`src/rtl/shift_pipe.sv`:
```
// shift_pipe: pipelined barrel shifter (SLL, SRL, SRA, ROR) with valid/ready
// handshake on both sides and a global stall. One mux level per shift-amount
// bit; a register closes every REG_EVERY levels and always the last level.
module shift_pipe #(
    parameter int WIDTH     = 32,
    parameter int SHW       = $clog2(WIDTH),
    parameter int REG_EVERY = 1,
    parameter int TAGW      = 4
) (
    input  logic             CLK,
    input  logic             RST,
    input  logic             i_valid,
    output logic             i_ready,
    input  logic [WIDTH-1:0] i_data,
    input  logic [SHW-1:0]   i_amt,
    input  logic [1:0]       i_mode,
    input  logic [TAGW-1:0]  i_tag,
    output logic             o_valid,
    input  logic             o_ready,
    output logic [WIDTH-1:0] o_data,
    output logic [TAGW-1:0]  o_tag,
    output logic             o_zero
);

    typedef enum logic [1:0] {
        MODE_SLL = 2'b00,
        MODE_SRL = 2'b01,
        MODE_SRA = 2'b10,
        MODE_ROR = 2'b11
    } shiftMode_e;

    // Index k is the input of mux level k; index k+1 is its (possibly registered) output.
    logic [WIDTH-1:0] lvlData  [0:SHW];
    logic             lvlValid [0:SHW];
    logic [TAGW-1:0]  lvlTag   [0:SHW];
    logic [SHW-1:0]   lvlAmt   [0:SHW-1];
    shiftMode_e       lvlMode  [0:SHW-1];
    logic             lvlSign  [0:SHW-1];
    logic [WIDTH-1:0] lvlMux   [0:SHW-1];

    logic adv;
    logic zeroQ;

    // Global stall: everything holds while the output is presented but not taken.
    assign adv     = ~(lvlValid[SHW] & ~o_ready);
    assign i_ready = adv;

    assign lvlData[0]  = i_data;
    assign lvlValid[0] = i_valid;
    assign lvlTag[0]   = i_tag;
    assign lvlAmt[0]   = i_amt;
    assign lvlMode[0]  = shiftMode_e'(i_mode);
    // Sign is captured once at the input so SRA fill never depends on intermediate data.
    assign lvlSign[0]  = i_data[WIDTH-1];

    for (genvar k = 0; k < SHW; k++) begin : gLevel
        localparam int SH = 1 << k;
        localparam bit IS_LAST = (k == SHW - 1);
        localparam bit HAS_REG = IS_LAST || (((k + 1) % REG_EVERY) == 0);
        localparam logic [WIDTH-1:0] SIGN_FILL = ~({WIDTH{1'b1}} >> SH);

        logic [WIDTH-1:0] muxOut;

        // Mux level k: shift by 2^k when amount bit k is set
        always_comb begin
            muxOut = lvlData[k];
            if (lvlAmt[k][k]) begin
                case (lvlMode[k])
                    MODE_SLL: muxOut = lvlData[k] << SH;
                    MODE_SRL: muxOut = lvlData[k] >> SH;
                    MODE_SRA: muxOut = (lvlData[k] >> SH) | (lvlSign[k] ? SIGN_FILL : '0);
                    MODE_ROR: muxOut = (lvlData[k] >> SH) | (lvlData[k] << (WIDTH - SH));
                    default:  muxOut = lvlData[k];
                endcase
            end
        end

        assign lvlMux[k] = muxOut;

        if (HAS_REG) begin : gReg
            logic [WIDTH-1:0] dataQ;
            logic             validQ;
            logic [TAGW-1:0]  tagQ;

            // Stage register for data, valid and tag; advances with all other stages
            always_ff @(posedge CLK or negedge RST) begin
                if (!RST) begin
                    dataQ  <= '0;
                    validQ <= 1'b0;
                    tagQ   <= '0;
                end else if (adv) begin
                    dataQ  <= muxOut;
                    validQ <= lvlValid[k];
                    tagQ   <= lvlTag[k];
                end
            end

            assign lvlData[k+1]  = dataQ;
            assign lvlValid[k+1] = validQ;
            assign lvlTag[k+1]   = tagQ;

            if (!IS_LAST) begin : gSide
                logic [SHW-1:0] amtQ;
                shiftMode_e     modeQ;
                logic           signQ;

                // Control sideband travelling with the data to later mux levels
                always_ff @(posedge CLK or negedge RST) begin
                    if (!RST) begin
                        amtQ  <= '0;
                        modeQ <= MODE_SLL;
                        signQ <= 1'b0;
                    end else if (adv) begin
                        amtQ  <= lvlAmt[k];
                        modeQ <= lvlMode[k];
                        signQ <= lvlSign[k];
                    end
                end

                assign lvlAmt[k+1]  = amtQ;
                assign lvlMode[k+1] = modeQ;
                assign lvlSign[k+1] = signQ;
            end
        end else begin : gPass
            assign lvlData[k+1]  = muxOut;
            assign lvlValid[k+1] = lvlValid[k];
            assign lvlTag[k+1]   = lvlTag[k];
            assign lvlAmt[k+1]   = lvlAmt[k];
            assign lvlMode[k+1]  = lvlMode[k];
            assign lvlSign[k+1]  = lvlSign[k];
        end
    end

    // Zero flag registered alongside the final data stage
    always_ff @(posedge CLK or negedge RST) begin
        if (!RST) begin
            zeroQ <= 1'b1;
        end else if (adv) begin
            zeroQ <= (lvlMux[SHW-1] == '0);
        end
    end

    assign o_valid = lvlValid[SHW];
    assign o_data  = lvlData[SHW];
    assign o_tag   = lvlTag[SHW];
    assign o_zero  = zeroQ;

endmodule

```
`config.mk`:
```
export PLATFORM = sky130hd
export DESIGN_NAME = shift_pipe
export DESIGN_NICKNAME = d
export VERILOG_FILES = /design/src/rtl/shift_pipe.sv
export SDC_FILE = /design/constraint.sdc
export NUM_CORES = 1
export LEC_CHECK = 0
export ABC_AREA = 1
export BUFFER_PORTS_ARGS = -buffer_cell sky130_fd_sc_hd__buf_2
export CAP_MARGIN = 20
export CORE_MARGIN = 5
export CORE_UTILIZATION = 60
export CTS_BUF_LIST = sky130_fd_sc_hd__clkbuf_2 sky130_fd_sc_hd__clkbuf_4 sky130_fd_sc_hd__clkbuf_8
export DETAILED_ROUTE_END_ITERATION = 12
export GPL_TIMING_DRIVEN = 1
export PLACE_DENSITY = 0.91
export SKIP_LAST_GASP = 1
export SYNTH_ARGS = -nofsm -noshare
export SYNTH_HDL_FRONTEND = slang
export SYNTH_SLANG_ARGS = --single-unit
```
`constraint.sdc`:
```
create_clock -name CLK -period 2.1 [get_ports CLK]
set_input_delay 0.42 -clock CLK [delete_from_list [all_inputs] [get_ports CLK]]
set_output_delay 0.42 -clock CLK [all_outputs]
set_load 0.1 [all_outputs]
```
==> flow_summary.json, run 1 <==
{
  "syn_to_final_growth_pct": 13.2,
  "mostFrequentLayoutCell": "nand2_1",
  "multiInputGateArea_um2": 4560,
  "coreArea_um2": 17100,
  "syn_inst": 1358,
  "worst-path-max-fanout": 2,
  "cp_slowest_stage_delay_ns": 0.56,
  "synth.area.top_cells": "dfrtp_1 50%, nand2_1 11%, nor2_1 10%",
  "die_w_um": 142,
  "dr.pass1.iters": 5,
  "grt_start_max_net_pins": 95,
  "relSlewSlack_pct": 50.2,
  "status": "completed",
  "slowest_stage": "dfstp_2",
  "first_iter_violations": 776,
  "hold_violations": 0,
  "port-buffer-count": 85,
  "dp.cells": 1597,
  "crit_family": "flip-flops",
  "rows": 48,
  "insertedDiodeCount": 0,
  "routedWlPerCell_um": 15.4,
  "via_count": 9515,
  "ys_warn_count": 0,
  "finalNonFillerCells": 1659,
  "clk_latency_ns": 0.53,
  "die-area_um2": 20000,
  "cap_violations": 0,
  "power.density_nw_per_um2": 1820,
  "drv_slew": 0,
  "final_cell_area_um2": 11800,
  "synth_top_area_cell": "dfrtp_1",
  "most-common-layout-cells": "312 x nand2_1, 283 x nor2_1, 206 x dfrtp_1",
  "p_leak_nw": 5.48,
  "synth.distinct_cells": 31,
  "fillers": 1384,
  "arrival_ns": 1.51,
  "place_area_um2": 11000,
  "syn_area_per_cell_um2": 7.65,
  "grt_antenna_before_repair": 0,
  "setup_violations": 0,
  "fmax_mhz": 517,
  "critPathBufInv": 1,
  "critical_path_class": "reg -> out",
  "yosysTopAreaCellShare_pct": 49.9,
  "cts_tree": "yes",
  "drive_gt1_share_pct": 13.7,
  "start_util_pct": 60.7,
  "hp-class": "in -> reg",
  "boundaryPins": 86,
  "seq_area_frac_synth_pct": 50.1,
  "start_kind": "register",
  "fin_util_pct": 68.7,
  "fin_crit_sh_pct": 92.1,
  "clock_sinks": 208,
  "cts_root_buf": "clkbuf_8",
  "ys_ff_latch": 208,
  "via_per_inst": 5.74,
  "tightest_slew_ns": 0.746,
  "detailed_place_hpwl_um": 17300,
  "syn_nets": 1405,
  "drc": 0,
  "clk_path_buf_depth": 3,
  "grt_usage_pct": 25.7,
  "rsz0062_at_grt": "no",
  "clock_skew_ns": 0.0197,
  "path_clk_slew_ns": 0.06,
  "grt_pass1_vias": 8896,
  "dieHeight_um": 142,
  "required_ns": 1.68,
  "vdd_drop_max_mv": 1.36,
  "overflow": 0,
  "finalWirelength_um": 25600,
  "register_area_um2": 5210,
  "cts_buffers": 36,
  "cts_max_level": 2,
  "setup-tns-final_ns": 0,
  "grt_pass1_wl_um": 42900,
  "nets": 1458,
  "ant_nets": 0,
  "fin_hold_ws_ns": 0.105,
  "crit_path_cell_trace": "buf_2",
  "period_minus_slack_ns": 1.93,
  "syn-cell-area_um2": 10400,
  "gp_congestion": 0.963,
  "cp-end-kind": "output port"
}
==> kinds of logic after synthesis <==
kind of cell,after synthesis,synth area share [%]
compound gates,374,20.6
buf+inv,151,6.12
flops,208,50.1
simple gates,625,23.1
==> sequential cells by signal, summed over array words and instances (netlist names) <==
register                 cells
gLevel.gReg.dataQ          128
o_data                      32
gLevel.gReg.tagQ            16
gLevel.gReg.gSide.amtQ      10
gLevel.gReg.gSide.modeQ      8
gLevel.gReg.gSide.signQ      4
gLevel.gReg.validQ           4
o_tag                        4
o_valid                      1
o_zero                       1
==> repair_timing <==
action,in CTS,in global routing
endpoints found under the setup margin,0,1
hold buffers,1,0
endpoints found under the hold margin,31,0
setup buffers,0,0
resized for setup,0,1
==> metrics by stage <==
step / setup WS, ns / total power, mW
finish: 0.167 / 21.4
floorplan: 0.127 / 15.1
global placement: 0.266 / 17.3
detailed placement: 0.139 / 17.6
CTS: 0.127 / 21.4
global route: 0.0698 / 22.9
==> final cells by class <==
type                            instances  share of cell area, %
Sequential cell                       208                   44.3
Inverter                               55                   1.81
Multi-Input combinational cell        999                   38.8
Timing Repair Buffer                  111                   6.46
Tap cell                              225                   2.39
Clock inverter                          3                  0.181
Clock buffer                           58                   6.10
==> power by group <==
part | switching (mW) | internal (mW) | leakage (nW) | total (mW)
clock network | 1.59 | 2.15 | 0.392 | 3.75
registers | 1.78 | 5.91 | 2.45 | 7.69
logic | 7.18 | 2.83 | 2.64 | 10.0
total | 10.6 | 10.9 | 5.48 | 21.4
==> final timing paths <==
path | from | end | slack [ns] | cells after the start
hold reg to reg | gLevel[3].gReg.validQ$_DFFE_PN0N_ | o_valid$_DFFE_PN0N_ | 0.47 | 2
min in group asynchronous | RST | o_data[4]$_DFFE_PN0N_ | 0.36 | 2
setup reg to reg | gLevel[3].gReg.gSide.amtQ[4]$_DFFE_PN0N_ | o_zero$_DFFE_PN1N_ | 0.31 | 10
setup / recovery | o_zero$_DFFE_PN1N_ | o_zero | 0.17 | 1
hold / removal | i_valid | gLevel[0].gReg.validQ$_DFFE_PN0N_ | 0.10 | 3
max in group asynchronous | RST | gLevel[1].gReg.dataQ[4]$_DFFE_PN0N_ | 0.96 | 3
==> metal layers <==
metal,global-route usage [%],part of all wire (%),routed length [um]
met2,41.9,48,12300
met4,10.6,3.4,867
met3,4.18,5.8,1480
met5,0,0,0
met1,34.5,43,11000
==> cells in the mapped netlist <==
| cell type | instances |
|---|---|
| buf_1 | 11 |
| nand2_4 | 1 |
| a22oi_1 | 10 |
| a31oi_1 | 113 |
| dfstp_2 | 1 |
| nand3_2 | 1 |
| nand2_2 | 2 |
| o21ai_1 | 20 |
| buf_2 | 36 |
| nand2_1 | 313 |
| o221ai_1 | 1 |
| a21oi_1 | 34 |
| o21ai_0 | 164 |
| clkbuf_1 | 46 |
| a31oi_2 | 1 |
| dfrtp_1 | 207 |
| a21boi_0 | 2 |
| o2111ai_1 | 1 |
| o21bai_1 | 2 |
| buf_4 | 1 |
| inv_2 | 4 |
| a22oi_2 | 3 |
| clkinv_4 | 1 |
| nor2_2 | 2 |
| clkinv_1 | 1 |
| buf_6 | 2 |
| inv_1 | 49 |
| nor2_1 | 284 |
| or2_2 | 6 |
| o211ai_1 | 23 |
| nand3_1 | 16 |
No activity file was read; power rests on OpenSTA's default activity.
==> run 2: changes to the inputs <==
--- a/config.mk
+++ b/config.mk
@@ -9,11 +9,11 @@
 export BUFFER_PORTS_ARGS = -buffer_cell sky130_fd_sc_hd__buf_2
 export CAP_MARGIN = 20
 export CORE_MARGIN = 5
-export CORE_UTILIZATION = 60
+export CORE_UTILIZATION = 40
 export CTS_BUF_LIST = sky130_fd_sc_hd__clkbuf_2 sky130_fd_sc_hd__clkbuf_4 sky130_fd_sc_hd__clkbuf_8
 export DETAILED_ROUTE_END_ITERATION = 12
 export GPL_TIMING_DRIVEN = 1
-export PLACE_DENSITY = 0.91
+export PLACE_DENSITY = 0.68
 export SKIP_LAST_GASP = 1
 export SYNTH_ARGS = -nofsm -noshare
 export SYNTH_HDL_FRONTEND = slang
==> run 2 against run 1 <==
Via count down 3.0%; count of clock-buffer cells in the layout up 2; utilization decreased by 23 points; first-iteration DRC count down 1.9%; cell area grew 1.5%; clock power rose by 3%; final cell count rose by 6.9%; combinational power hardly changed; hold slack worse by 0.0056 ns; largest power group unchanged.
==> flow_summary.json, run 2 (same netlist as run 1, synthesis figures left out) <==
{
  "fin_hold_ws_ns": 0.0992,
  "place_area_um2": 11200,
  "status": "completed",
  "clkPwrFrac_pct": 18.1,
  "clk_latency_ns": 0.52,
  "grt_pass1_vias": 8710,
  "drc": 0,
  "drive_gt1_share_pct": 14.1,
  "via_per_inst": 5.20,
  "netSwitchingPower_mw": 10.5,
  "relSlewSlack_pct": 47.4,
  "dp.cells": 1710,
  "p_leak_nw": 5.51,
  "p_sw_share_pct": 49.1,
  "cp-end-kind": "output port",
  "insertedDiodeCount": 0,
  "clock_sinks": 208,
  "via_count": 9231,
  "dieHeight_um": 171,
  "grt_pass1_wl_um": 43900,
  "hold_violations": 0,
  "fillers": 2617,
  "gp_congestion": 0.868,
  "multiInputGateArea_um2": 4560,
  "cts_max_level": 2,
  "finalNonFillerCells": 1774,
  "grt_start_max_net_pins": 98,
  "setup_ws_ns": 0.123,
  "overflow": 0,
  "arrival_ns": 1.56,
  "fin_crit_sh_pct": 94.1,
  "rows": 59,
  "place_ws_ns": 0.427,
  "power_frac_comb_pct": 46.3,
  "cts_buffers": 37,
  "detailed_place_hpwl_um": 18500,
  "tightest_slew_ns": 0.788,
  "nets": 1462,
  "dr.pass1.iters": 5,
  "routedWlPerCell_um": 15.0,
  "seq_power_share_pct": 35.6,
  "vdd_drop_max_mv": 1.46,
  "syn_to_final_growth_pct": 14.9,
  "clock_skew_ns": 0.0154,
  "grt_usage_pct": 18.0,
  "cap_violations": 0,
  "ant_nets": 0,
  "max_flop_register": "gLevel.gReg.dataQ",
  "power.density_nw_per_um2": 1800,
  "first_iter_violations": 761,
  "required_ns": 1.68,
  "cts_tree": "yes",
  "finalWirelength_um": 26600,
  "mostFrequentLayoutCell": "nand2_1",
  "worst-path-max-fanout": 35,
  "coreArea_um2": 25800,
  "hp-class": "in -> reg",
  "critical_path_class": "reg -> out",
  "largest_register_ffs": 128,
  "die_w_um": 171,
  "path_clk_slew_ns": 0.06,
  "port-buffer-count": 85,
  "clk_path_buf_depth": 3,
  "setup_violations": 0,
  "boundaryPins": 86,
  "start_util_pct": 40.2,
  "die-area_um2": 29300,
  "period_minus_slack_ns": 1.98,
  "intPower_mw": 10.9,
  "grt_antenna_before_repair": 0,
  "cts_root_buf": "clkbuf_8",
  "most-common-layout-cells": "312 x nand2_1, 282 x nor2_1, 206 x dfrtp_1",
  "final_cell_area_um2": 11900,
  "drv_slew": 0,
  "register_area_um2": 5210,
  "rsz0062_at_grt": "no",
  "fmax_mhz": 506,
  "setup-tns-final_ns": 0,
  "start_kind": "register"
}
==> run 2: changes by cell type in the layout (fill, tap and decap cells not counted), sizes merged <==
cell and delta:
buf +3, inv -1, clkinv +1, clkbuf +2
==> run 2: worst max-delay path: stages, from the launching register on <==
cell and delay [ns]:
dfrtp_2 0.42, nand2_4 0.14, buf_6 0.27, buf_12 0.21
==> run 2: what timing repair did <==
item / 4_1_cts / 5_1_grt
setup endpoints to repair: 1 / 0
hold buffers: 1 / 0
endpoints found under the hold margin: 47 / 0
setup buffers: 0 / 0
resized for setup: 1 / 0
==> run 2: routing by layer <==
layer / wire [um] / GRT usage (%) / vias up / share of wire [%]
met3: 1570 / 3.56 / 47 / 5.9
met2: 12200 / 29.0 / 284 / 46
met5: 0 / 0 / - / 0
li1: - / - / 4676 / -
met4: 593 / 4.96 / 0 / 2.2
met1: 12300 / 25.0 / 4224 / 46
==> run 2: layout make-up <==
class | count | share of cell area, %
clock buffers | 60 | 6.29
flip-flops and latches | 208 | 43.6
well taps | 335 | 3.51
inverters | 55 | 1.78
repair buffers | 114 | 6.48
multi-input cells | 999 | 38.2
clock inverters | 3 | 0.147
==> run 2: path summary, 6_finish.rpt <==
kind                            cells past startpoint  slack, ns                                 startpoint                                   end
min in group asynchronous                           2       0.43                                        RST                o_data[18]$_DFFE_PN0N_
worst min-delay path                                3        0.1                                   i_tag[1]    gLevel[0].gReg.tagQ[1]$_DFFE_PN0N_
max in group asynchronous                           3       0.99                                        RST  gLevel[1].gReg.dataQ[23]$_DFFE_PN0N_
worst max-delay path                                3       0.12                        o_valid$_DFFE_PN0N_                               i_ready
worst min register to register                      2       0.46          gLevel[3].gReg.validQ$_DFFE_PN0N_                   o_valid$_DFFE_PN0N_
worst max register to register                      9       0.37  gLevel[3].gReg.gSide.modeQ[1]$_DFFE_PN0N_                    o_zero$_DFFE_PN1N_
==> run 2: metrics by stage <==
step	utilization, %	total power, mW
detailed placement	43.2	17.7
global route	46.2	23.1
finish	46.2	21.5
global placement	43.2	17.5
CTS	46.2	21.6
floorplan	-	15.1
==> run 2: power by group through the flow <==
stage	clock network, mW	registers [mW]	logic (mW)
final	3.88	7.64	9.95
after global routing	4.19	7.88	11.0
after CTS	3.99	7.63	9.99
after detailed placement	0	7.70	9.95
after global placement	0	7.64	9.82
after floorplan	0	9.57	5.52
